File: src/rtl/msx2_mapper_pkg.sv
// msx2_mapper_pkg: shared types and constants for the MSX2 memory mapper
package msx2_mapper_pkg;
    localparam int SEG_BITS_DEF = 8;
    localparam logic [7:0] MAPPER_PORT_BASE = 8'hFC;
    localparam logic [7:0] PAGE_RESET = {2'd3, 2'd2, 2'd1, 2'd0};
    typedef logic [SEG_BITS_DEF-1:0] seg_t;
    typedef enum logic {IDLE, WAIT_ACK} state_t;
endpackage

File: src/rtl/msx2_mapper_regs.sv
// msx2_mapper_regs: page registers, port decode, address translation; readback under MSX2_MAPPER_READBACK_EN
module msx2_mapper_regs
    import msx2_mapper_pkg::*;
#(
    parameter int SEG_BITS = 8,
    parameter logic [7:0] SEG_MASK = 8'hFF,
    parameter logic [7:0] IO_BASE = MAPPER_PORT_BASE
) (
    input  logic                clk,
    input  logic                reset_n,
    input  logic                io_wr,
    input  logic                io_rd,
    input  logic [7:0]          io_addr,
    input  logic [7:0]          cpu_din,
    input  logic [1:0]          page,
    output logic [SEG_BITS-1:0] seg,
    output logic                output_rq,
    output logic [7:0]          data
);
    logic [SEG_BITS-1:0] p [4];
    logic sel;
    assign sel = io_addr[7:2] == IO_BASE[7:2];
    assign seg = p[page];
    always_ff @(posedge clk or negedge reset_n)
        if (!reset_n)
            for (int i = 0; i < 4; i++) p[i] <= SEG_BITS'(PAGE_RESET[6-2*i +: 2]);
        else if (io_wr && sel)
            p[io_addr[1:0]] <= cpu_din[SEG_BITS-1:0] & SEG_MASK[SEG_BITS-1:0];
`ifdef MSX2_MAPPER_READBACK_EN
    assign output_rq = io_rd && sel;
    assign data = output_rq ? (~SEG_MASK | 8'(p[io_addr[1:0]])) : 8'hFF;
`else
    logic unused_rd;
    assign unused_rd = io_rd;
    assign output_rq = 1'b0;
    assign data = 8'hFF;
`endif
endmodule

File: src/rtl/msx2_ram_mapper_ctrl.sv
// msx2_ram_mapper_ctrl: MSX2 mapper plus RAM access sequencer; readback under MSX2_MAPPER_READBACK_EN
module msx2_ram_mapper_ctrl
    import msx2_mapper_pkg::*;
#(
    parameter int SEG_BITS = 8,
    parameter logic [7:0] SEG_MASK = 8'hFF,
    parameter logic [7:0] IO_BASE = MAPPER_PORT_BASE
) (
    input  logic                   clk,
    input  logic                   reset_n,
    input  logic                   io_wr,
    input  logic                   io_rd,
    input  logic [7:0]             io_addr,
    input  logic [7:0]             cpu_din,
    input  logic                   mem_req,
    input  logic                   mem_wr,
    input  logic [15:0]            mem_addr,
    output logic                   cpu_wait,
    output logic                   ram_req,
    output logic                   ram_we,
    output logic [14+SEG_BITS-1:0] ram_addr,
    output logic [7:0]             ram_din,
    input  logic                   ram_ack,
    output logic                   output_rq,
    output logic [7:0]             data
);
    state_t state, state_nxt;
    logic [SEG_BITS-1:0] seg;
    logic start;
    msx2_mapper_regs #(.SEG_BITS(SEG_BITS), .SEG_MASK(SEG_MASK), .IO_BASE(IO_BASE)) u_regs (
        .clk(clk), .reset_n(reset_n), .io_wr(io_wr), .io_rd(io_rd), .io_addr(io_addr),
        .cpu_din(cpu_din), .page(mem_addr[15:14]), .seg(seg), .output_rq(output_rq), .data(data)
    );
    always_ff @(posedge clk or negedge reset_n)
        if (!reset_n) state <= IDLE;
        else state <= state_nxt;
    always_comb begin
        state_nxt = (state == IDLE) ? (mem_req ? WAIT_ACK : IDLE) : (ram_ack ? IDLE : WAIT_ACK);
        start = state == IDLE && mem_req;
        cpu_wait = state == WAIT_ACK;
        ram_req = state == WAIT_ACK;
    end
    // seg is sampled before any coincident page write lands, so the access sees the old page value
    always_ff @(posedge clk or negedge reset_n)
        if (!reset_n) begin
            ram_addr <= '0;
            ram_we <= 1'b0;
            ram_din <= 8'h00;
        end else if (start) begin
            ram_addr <= {seg, mem_addr[13:0]};
            ram_we <= mem_wr;
            ram_din <= cpu_din;
        end
endmodule

File: config.mk
export PLATFORM = sky130hd
export DESIGN_NAME = msx2_ram_mapper_ctrl
export DESIGN_NICKNAME = d
export VERILOG_FILES = /design/src/rtl/msx2_mapper_pkg.sv /design/src/rtl/msx2_mapper_regs.sv /design/src/rtl/msx2_ram_mapper_ctrl.sv
export SDC_FILE = /design/constraint.sdc
export NUM_CORES = 1
export LEC_CHECK = 0
export ABC_AREA = 0
export BUFFER_PORTS_ARGS = -buffer_cell sky130_fd_sc_hd__buf_2
export CORE_ASPECT_RATIO = 0.6
export CORE_MARGIN = 5
export CORE_UTILIZATION = 35
export CTS_BUF_LIST = sky130_fd_sc_hd__clkbuf_16
export CTS_CLUSTER_DIAMETER = 30
export DETAILED_ROUTE_END_ITERATION = 10
export GPL_TIMING_DRIVEN = 0
export SKIP_CTS_REPAIR_TIMING = 1
export SYNTH_ARGS = -nofsm -noshare
export SYNTH_HDL_FRONTEND = slang
export SYNTH_SLANG_ARGS = --single-unit
File: constraint.sdc
create_clock -name clk -period 1.6 [get_ports clk]
set_clock_uncertainty 0.2 [all_clocks]
set_input_delay 0.24 -clock clk [delete_from_list [all_inputs] [get_ports clk]]
set_output_delay 0.24 -clock clk [all_outputs]
set_load 0.02 [all_outputs]
==> flow_summary_export.csv <==
group,metric,value,unit
status,outcome,"completed",
route,wl_per_cell,15.1,µm
route,final_antenna_net_count,0,
grt,grtUsageTotal,12.6,%
finish,num-nets-final,309,
clocking,cts_buffer_depth,2,
hold_path,hp-class,"input port to register",
finish,layout_commonest_cell,"buf_2",
finish,nFillCells,701,
worst_setup_path,start_kind,"register",
logic_synthesis,synth.distinct_cells,20,
logic_synthesis,syn-cell-area,0.00273,mm²
finish,drive_gt1_share,63.3,%
logic_synthesis,synthCells,166,
power_and_ir_drop,leakagePower,1.81,nW
sta,period_needed,1.52,ns
floorplanning,die_w,124,µm
grt,grt_max_degree,65,
clocking,cts.sink_count,64,
logic_synthesis,yosys.area.top_type,"dfrtp_1",
sta,worst-slew-pin-transition,0.798,ns
sta,layout_setup_ws,0.0824,ns
logic_synthesis,synth_xor_area_share,0,%
worst_setup_path,cpPeakStageDelay,0.40,ns
finish,finish.utilization,49.7,%
floorplanning,core-area,0.00742,mm²
clocking,ctsHtreeMaxLevel,3,
grt,grt_pass1_wl,9.05,mm
worst_setup_path,cp_num_buf_inv,2,
route,drtPass1Iterations,4,
floorplanning,dieArea,0.00971,mm²
floorplanning,ios,81,
placement,gp_congestion,0.729,
route,totalWireLength,5.71,mm
power_and_ir_drop,power.total,0.00441,W
clocking,cts-root-buf,"clkbuf_16",
sta,fin_crit_sh,94.8,%
sta,finalHoldViolCount,0,
logic_synthesis,synth_mux_area_share,32.6,%
clocking,path_clk_slew,0.05,ns
power_and_ir_drop,ir_drop,0.000684,V
grt,grt_pass1_vias,1787,
sta,maxSlewViolCount,0,
placement,place_ws,-0.269,ns
placement,hpwl,3.84,mm
worst_setup_path,path_delay_family,"flip-flops",
worst_setup_path,worstSetupPathType,"register to register",
logic_synthesis,synth_area_leaders,"dfrtp_1 (55%), mux2_2 (26%), mux4_2 (6.6%), dfstp_2 (3.9%), buf_4 (2.8%)",
grt,grt_overflow,0,
route,first_iter_violations,51,
logic_synthesis,synthAdderAreaFrac,0,%
floorplanning,initial_core_util,36.8,%
route,drc,0,
clocking,tritoncts,"built",
logic_synthesis,synth_seq_area_share,58.9,%
power_and_ir_drop,power_density,1200,mW/mm²
logic_synthesis,syn_avg_cell_area,16.4,µm²
logic_synthesis,synth_top_area_share,55.1,%
sta,fmax,0.659,GHz
route,vias_per_cell,4.52,
worst_setup_path,cp_num_cells,4,
placement,portBuffers,68,
flow_run,maxCapViolations,0,
worst_setup_path,path_cells,"nor2b_1 -> buf_4 -> buf_6 -> mux2_2",
sta,setup_tns,0,ns
worst_setup_path,endpoint_kind,"register",
logic_synthesis,synth_top_family_by_area,"multiplexers",
worst_setup_path,cp_max_fo,10,
finish,syn_to_final_growth,35.3,%
clocking,cts_buffers,9,
logic_synthesis,synth_compound_area_share,0.275,%
worst_setup_path,slowest_stage,"dfrtp_1",
grt,antenna_found_initial,0,
hold_path,whs_path_depth,2,
worst_setup_path,required,1.61,ns
floorplanning,num_rows,24,
route,dr_total_vias,1714,
logic_synthesis,yosys.area_share.simple,3.67,%
floorplanning,die_height,78.4,µm
worst_setup_path,crit_arrival,1.53,ns
logic_synthesis,ys_ff_latch,64,
finish,layout_common_cells,"buf_2 (69), mux2_2 (62), dfrtp_1 (60)",
sta,slew_headroom,46.8,%
logic_synthesis,yosys_warnings,0,
finish,diodes,0,
clocking,clock_latency,0.33,ns
worst_setup_path,reg2reg_depth,4,
sta,setup_violations,0,
-- registers in the layout, indices dropped and copies added, names as in the netlist --
signal    flops
u_regs.p     32
cpu_wait      1
ram_addr     22
ram_din       8
ram_we        1
-- metrics by stage --
stage          hold slack [ns]  std cells  area (µm²)
2_1_floorplan           -0.256        173        2750
3_3_place_gp             0.271        345        3220
3_5_place_dp             0.191        345        3230
4_1_cts                 -0.161        361        3480
5_1_grt                0.00598        379        3690
6_report               0.00587        379        3690
-- cell type report --
cell class | count | area (µm²) | share of cell area [%]
sequential | 64 | 1610 | 43.5
multi-input combinational | 90 | 1030 | 27.9
timing repair buffer | 86 | 523 | 14.2
clock buffer | 9 | 225 | 6.10
buffer | 17 | 138 | 3.73
tap | 104 | 130 | 3.53
clock inverter | 7 | 28.8 | 0.780
inverter | 2 | 7.51 | 0.203
-- per-layer routing --
layer / wire (µm) / track usage [%] / up-vias
li1: - / - / 798
met1: 2520 / 15.7 / 868
met2: 2710 / 18.8 / 42
met3: 423 / 7.54 / 6
met4: 50 / 2.95 / 0
met5: 0 / 0 / -
-- logic make-up (layout without fill, tap and decap cells) --
logic type | after synthesis | in the layout
AOI/OAI and AO/OA | 1 | 1
other | 2 | 9
muxes | 71 | 71
buffers and inverters | 19 | 121
DFF | 64 | 64
and+or+nand+nor | 9 | 9
-- cells in the mapped netlist (all sizes together) --
library cell and instances:
mux2 63, nand4 1, nand3 2, and3 1, conb 2, dfrtp 60
inv 2, a21o 1, clkbuf 1, nor2b 1, mux4 8, dfstp 4
buf 16, and4 2, nor4 2
-- final timing paths --
| kind | slack [ns] | end | startpoint |
|---|---|---|---|
| worst max-delay path | 0.08 | ram_addr[0] | cpu_wait |
| worst min-delay path | 0.006 | u_regs.p[2] | cpu_din[2] |
| worst max register to register | 0.08 | ram_addr[0] | cpu_wait |
| worst min register to register | 0.29 | u_regs.p[31] | u_regs.p[31] |
| max in group asynchronous | 0.33 | ram_din[5] | reset_n |
| min in group asynchronous | 0.35 | ram_addr[21] | reset_n |
-- worst reg2reg max path, stage by stage, from the launching register on --
cell     delay [ns]
dfrtp_1        0.40
nor2b_1        0.12
buf_4          0.17
buf_6          0.16
mux2_2         0.35
-- report_power, final --
group | internal (W) | switching, W
Combinational | 0.000392 | 0.000452
Clock | 0.00101 | 0.000654
Sequential | 0.00182 | 0.0000867
Total | 0.00322 | 0.00119
Power figures use the tool's default switching activity.
